### src/rtl/pool_ctrl.sv
// pool_ctrl: streams one image into the pooling line buffers and fires the pooling unit once per NxN window.
// Latency: buffer write is combinational with the accept; o_func_start one cycle after a window-completing pixel.
// Backpressure: o_ready only in STREAM; i_next_busy parks the FSM in EMIT so the buffers stay frozen on the window.
module pool_ctrl #(
    parameter int input_channels = 16,
    parameter int img_width      = 8,
    parameter int kernel_dim     = 2,
    parameter int datatype_size  = 2
) (
    input  logic                                           clk,
    input  logic                                           rst,
    input  logic                                           i_start,
    input  logic                                           i_valid,
    input  logic [input_channels-1:0][datatype_size-1:0]  i_data,
    output logic                                           o_ready,
    output logic [input_channels-1:0]                      o_ibuf_we,
    output logic [input_channels-1:0][datatype_size-1:0]  o_ibuf_wr_data,
    input  logic                                           i_next_busy,
    output logic                                           o_func_start,
    output logic                                           o_busy,
    output logic                                           o_done
);

    localparam int XW   = (img_width > 1) ? $clog2(img_width) : 1;
    localparam int NWIN = (img_width / kernel_dim) * (img_width / kernel_dim);
    localparam int WW   = (NWIN > 1) ? $clog2(NWIN) : 1;
    localparam logic [XW-1:0] X_LAST = XW'(img_width - 1);
    localparam logic [WW-1:0] W_LAST = WW'(NWIN - 1);

    typedef enum logic [1:0] {
        IDLE   = 2'd0,
        STREAM = 2'd1,
        EMIT   = 2'd2,
        DONE   = 2'd3
    } state_t;

    state_t          state_q, state_d;
    logic [XW-1:0]   x_q, x_d;
    logic [XW-1:0]   y_q, y_d;
    logic [WW-1:0]   w_q, w_d;
    logic            accept;
    logic            win_end;
    logic            emit_go;

    assign accept  = (state_q == STREAM) && i_valid;
    // The pixel under (x, y) is the bottom-right corner of a window when both phases hit N-1.
    assign win_end = ((int'(x_q) % kernel_dim) == (kernel_dim - 1)) &&
                     ((int'(y_q) % kernel_dim) == (kernel_dim - 1));
    assign emit_go = (state_q == EMIT) && !i_next_busy;

    always_comb begin
        state_d = state_q;
        x_d     = x_q;
        y_d     = y_q;
        w_d     = w_q;
        case (state_q)
            IDLE: begin
                if (i_start) begin
                    x_d     = '0;
                    y_d     = '0;
                    w_d     = '0;
                    state_d = STREAM;
                end
            end
            STREAM: begin
                if (accept) begin
                    if (x_q == X_LAST) begin
                        x_d = '0;
                        y_d = (y_q == X_LAST) ? '0 : y_q + 1'b1;
                    end else begin
                        x_d = x_q + 1'b1;
                    end
                    if (win_end) begin
                        state_d = EMIT;
                    end
                end
            end
            EMIT: begin
                if (emit_go) begin
                    w_d     = w_q + 1'b1;
                    state_d = (w_q == W_LAST) ? DONE : STREAM;
                end
            end
            DONE: begin
                state_d = IDLE;
            end
            default: begin
                state_d = IDLE;
            end
        endcase
    end

    always_ff @(posedge clk or negedge rst) begin
        if (!rst) begin
            state_q <= IDLE;
            x_q     <= '0;
            y_q     <= '0;
            w_q     <= '0;
        end else begin
            state_q <= state_d;
            x_q     <= x_d;
            y_q     <= y_d;
            w_q     <= w_d;
        end
    end

    // Outputs are pure decodes of the registered state, so reset forces them low immediately.
    assign o_ready        = (state_q == STREAM);
    assign o_ibuf_we      = {input_channels{accept}};
    assign o_ibuf_wr_data = i_data;
    assign o_func_start   = emit_go;
    assign o_busy         = (state_q != IDLE);
    assign o_done         = (state_q == DONE);

endmodule

### config.mk
export PLATFORM = sky130hd
export DESIGN_NAME = pool_ctrl
export DESIGN_NICKNAME = d
export VERILOG_FILES = /design/src/rtl/pool_ctrl.sv
export SDC_FILE = /design/constraint.sdc
export NUM_CORES = 1
export LEC_CHECK = 0
export CAP_MARGIN = 20
export CORE_UTILIZATION = 32
export DETAILED_ROUTE_END_ITERATION = 8
export MAX_ROUTING_LAYER = met4
export PLACE_DENSITY = 0.8
export RECOVER_POWER = 25
export SYNTH_ARGS = -nofsm -noshare
export SYNTH_HDL_FRONTEND = slang
export SYNTH_SLANG_ARGS = --single-unit
### constraint.sdc
create_clock -name clk -period 1.9 [get_ports clk]
set_input_delay 0.19 -clock clk [delete_from_list [all_inputs] [get_ports clk]]
set_output_delay 0.19 -clock clk [all_outputs]
set_load 0.05 [all_outputs]
-- After elaboration in Yosys (flattened, before gate mapping)
Index checks and enable logic that the tools add are counted.
- register bits: 12
- input port bits: 37
- output and inout bits: 52
- logic and storage cells: 47
- add/sub/neg operators: 3
- equality and inequality tests: 11
- multiplexer cells: 17
- reduce and logical (&&, ||, !) cells: 12
- operators by type and width (kind ; count):
    3-bit 2-to-1 mux ; 6
    3-bit case mux with 2 select lines ; 2
    2-bit 2-to-1 mux ; 5
    4-bit 2-to-1 mux ; 2
    2-bit case mux with 4 select lines ; 1
    4-bit case mux with 2 select lines ; 1
    4-bit AND reduction ; 2
    3-bit by 1-bit adder with 3-bit output (second input constant) ; 2
    3-bit equality test (second input constant) ; 2
    2-bit by 1-bit != test with 1-bit output (second input constant) ; 3
    3-bit AND reduction ; 2
    2-bit nonzero test ; 3
    4-bit by 1-bit adder with 4-bit output (second input constant) ; 1
    2-bit equality test (second input constant) ; 2
    4-bit equality test (second input constant) ; 1
    2-bit != test (second input constant) ; 2
    1-bit logical AND ; 3
    2-bit by 1-bit equality test with 1-bit output (second input constant) ; 1
    2-bit logical NOT ; 1
    1-bit logical NOT ; 1

-- Longest topological paths before layout
- depth in word-level cells: 5
- depth in mapped cells: 5
- depth with buffers taken out: 5

-- Least setup slack after synthesis
OpenSTA, ideal clock, no wires.
- kind: register -> output
- start point: reg state_q[1]
- end point: out o_ibuf_we[0]
- arrival: 1467 ps
- data required time: 1710 ps
- path slack: 243 ps
- cell stages (with the launch flop): 4
- path buffers: 1
- cell sequence: dfrtp_1 -> nand2b_1 -> nor2_1 -> buf_4
- cells in the longest elaborated chain, start to end: 2
- ends and longest elaborated chain (element ; line ; source):
    start, declared ; 37 ; state_t state_q, state_d;
    start signal, assigned ; 100 ; state_q <= state_d;
    2-bit by 1-bit equality test with 1-bit output ; 45 ; assign accept = (state_q == STREAM) && i_valid;
    1-bit logical AND ; 45 ;
    end, declared ; 16 ; output logic [input_channels-1:0] o_ibuf_we,
Every way passes these cells.

-- Worst setup path after layout
- start point: reg state_q[1]
- end point: out o_ibuf_we[15]
Same word-level chain as after synthesis.

==> flow_metrics.py <==
metrics = {
    "synthesis": {
        "number_of_enable_type_register_cells_in_the_synthesized_netlist": 0,
        "synth_commonest_cells": "sky130_fd_sc_hd__buf_4, sky130_fd_sc_hd__dfrtp_1, sky130_fd_sc_hd__a22o_1, sky130_fd_sc_hd__ha_1",
        "syn-instance-count": 115,
        "synth_top_cells_by_area": "sky130_fd_sc_hd__buf_4, sky130_fd_sc_hd__dfrtp_1, sky130_fd_sc_hd__ha_1, sky130_fd_sc_hd__a22o_1, sky130_fd_sc_hd__mux2_2",
        "ys_seq_area_share_pct": 28.07,
        "synth.top_cell.area_share_pct": 33.68,
        "synth_warnings": 0,
        "async_flop_share_pct": 100.0,
        "post_synth.cell_area_avg_um2": 9.302,
        "synth.net_count": 157,
        "postSynthRegisterBits": 12,
        "netlist_area_um2": 1070,
        "synth.largest_area_cell": "sky130_fd_sc_hd__buf_4",
        "post_synth_num_cell_types": 31,
        "ys.flop_type": "sky130_fd_sc_hd__dfrtp_1",
        "synthMostInstantiatedCell": "sky130_fd_sc_hd__buf_4",
    },
    "critical_path": {
        "class_of_the_most_critical_setup_path": "flop to output port",
        "cp_slowest_cell": "sky130_fd_sc_hd__dfrtp_1",
        "critical_path.n_buffers_inverters": 2,
        "critPathMostFrequentCell": "sky130_fd_sc_hd__buf_12",
        "timing.critical_path.from_type": "flop",
        "timing.critical_path.fanout_max": 16,
        "critPathArrivalTime_ns": 1.56,
        "critPathMaxStageDelay_ns": 0.39,
        "critical-path-top-delay-family": "simple AND/OR/NAND/NOR gates",
        "path_cells": "nand2b_1, nor2_1, buf_12, buf_12",
        "worst-endpoint-required_ns": 1.71,
        "worstSetupEndpointType": "output port",
    },
    "timing": {
        "worst_slew_pin_slew_ns": 0.5453,
        "setup_total_negative_slack_ns": 0,
        "fin_worst_skew_ns": 0.0005499,
        "post-route-min-period_ns": 1.754,
        "fmax_mhz": 570.1,
        "report.final.slew_viol_count": 0,
        "slew_headroom_pct": 63.53,
        "finalCritPeriodShare_pct": 92.31,
        "finalSetupViolations": 0,
        "rsz0062_at_grt": "false",
        "finalHoldViolCount": 0,
    },
    "power_and_ir_drop": {
        "cellPowerDensity_nw_per_um2": 1857,
        "vdd.ir_drop.worst_uv": 485.4,
        "leakage_uw": 0.0005850,
    },
    "cts": {
        "cts_resized": 0,
        "cts_made_buffers": 3,
        "cts_setup_buffers": 0,
        "clock_pin_slew_of_the_registers_on_the_worst_case_setup_and_hold_paths_ns": 0.07,
        "cts_num_sinks": 12,
        "max-clock-path-buffers": 2,
        "worst_skew_pair.late_latency_ns": 0.26,
        "cts_root_buffer": "sky130_fd_sc_hd__clkbuf_4",
        "cts_hold_buffers": 0,
        "ctsHtreeMaxLevel": 1,
        "cts_tree": "done",
    },
    "floorplan": {
        "overall_die_width_um": 59.82,
        "fp.dieH_um": 59.82,
        "io_count": 89,
        "start_util_pct": 34.48,
        "rows": 20,
        "area_of_the_die_um2": 3578,
        "core_um2": 3103,
    },
    "final_layout": {
        "stdcell_count": 139,
        "final_stage_net_count": 139,
        "postLayoutCoreUtil_pct": 39.40,
        "n_fill_cell": 293,
        "layout_cell_share_with_drive_strength_beyond_1_pct": 37.89,
        "syn2layout_area_growth_pct": 14.27,
        "layout.area.seq_um2": 300.3,
        "antenna-diode-count": 0,
        "area_of_combinational_cells_with_multiple_inputs_um2": 374.1,
    },
    "global_route": {
        "grt_pass1_wl_mm": 2.904,
        "first_global_vias": 674,
        "largest_net_degree_at_the_start_of_global_routing": 17,
        "grt_resource_usage_total_pct": 11.33,
        "grt_antenna_before_repair": 0,
        "globalRoute.totalOverflow": 0,
    },
    "drt": {
        "drc_violation_count_after_routing": 0,
        "dr_total_vias": 658,
        "drt_iter0_markers": 9,
        "drt.antenna.violating_nets": 0,
        "first_pass_iters": 4,
        "route.final.wire_length_mm": 1.788,
        "routedWlPerCell_um": 12.86,
        "vias_per_cell": 4.734,
    },
    "hold_path": {
        "hold_path_class": "input pin to asynchronous set/reset pin",
    },
    "placed_design": {
        "port_buffers": 24,
        "dp.final_hpwl_mm": 1.434,
        "routabilityCongestion": 0.7957,
        "placed_cells": 136,
    },
    "run_status": {
        "run_status": "finished clean",
    },
    "job": {
        "cap_violations": 0,
    },
}
## logic make-up after synthesis
family / share of synthesized area [%]
AOI/OAI and AO/OA: 11.35
adders and majority gates: 5.848
buffers and inverters: 36.96
DFF: 28.07
muxes: 5.965
and+or+nand+nor: 11.81
## per-stage QoR
step / hold slack (ns) / total power [µW] / setup WS [ns] / area, µm²
3_3_place_gp: 0.3803 / 2090 / 0.1937 / 1200
3_5_place_dp: 0.3803 / 2141 / 0.1677 / 1200
5_1_grt: 0.3245 / 2397 / 0.04688 / 1222
4_1_cts: 0.2958 / 2295 / 0.1291 / 1222
6_report: 0.2825 / 2270 / 0.1460 / 1222
2_1_floorplan: -0.1056 / 1680 / 0.2433 / 1070
## state kept, by name, summed over array words and instances (netlist names)
register / flops
x_q: 3
y_q: 3
state_q: 2
w_q: 4
## layout by cell type, fill, tap and decap left out, types with 2 or more instances in the layout
cell type / Yosys / layout
sky130_fd_sc_hd__inv_1: 4 / 4
sky130_fd_sc_hd__nor2_1: 4 / 4
sky130_fd_sc_hd__buf_12: 0 / 19
sky130_fd_sc_hd__mux2_2: 3 / 3
sky130_fd_sc_hd__a22o_1: 6 / 6
sky130_fd_sc_hd__clkbuf_4: 0 / 3
sky130_fd_sc_hd__nand2_1: 4 / 4
sky130_fd_sc_hd__buf_4: 48 / 4
sky130_fd_sc_hd__clkdlybuf4s50_1: 0 / 4
sky130_fd_sc_hd__dfrtp_1: 12 / 12
sky130_fd_sc_hd__o21ai_0: 3 / 3
sky130_fd_sc_hd__nand3_1: 2 / 2
sky130_fd_sc_hd__ha_1: 5 / 5
sky130_fd_sc_hd__o21bai_1: 2 / 2
sky130_fd_sc_hd__mux2i_1: 3 / 3
## path summary, 6_finish.rpt
path | cells past startpoint | slack (ns) | start | to
min in group clk | 0 | 0.38 | i_data[17] | o_ibuf_wr_data[17]
max reg2reg | 5 | 0.43 | state_q[0]$_DFFE_PN0P_ | w_q[3]$_DFFE_PN0P_
max in group asynchronous | 1 | 1.26 | rst | y_q[1]$_DFFE_PN0P_
min | 1 | 0.28 | rst | x_q[1]$_DFFE_PN0P_
min reg2reg | 1 | 0.51 | w_q[3]$_DFFE_PN0P_ | w_q[3]$_DFFE_PN0P_
max | 4 | 0.15 | state_q[1]$_DFFE_PN0P_ | o_ibuf_we[15]
## where the power goes
part / internal (µW) / leakage [µW] / switching [µW]
logic: 770 / 0.000416 / 938
clock network: 73.1 / 0.0000138 / 74.3
registers: 340 / 0.000155 / 74.0
## routing by layer
layer | vias up | wire, µm | track usage (%)
met3 | 12 | 157 | 3.463
met2 | 36 | 871 | 18.10
met4 | 0 | 70 | 9.302
met5 | - | 0 | -
li1 | 298 | - | -
met1 | 312 | 689 | 11.30
## cell type report
cell class                 count  share of cell area, %
inverter                       5                  1.638
sequential                    12                  24.57
timing repair buffer          27                  36.85
multi-input combinational     48                  30.60
tap                           44                  4.504
clock buffer                   3                  1.842
No activity file was read; power rests on OpenSTA's default activity.
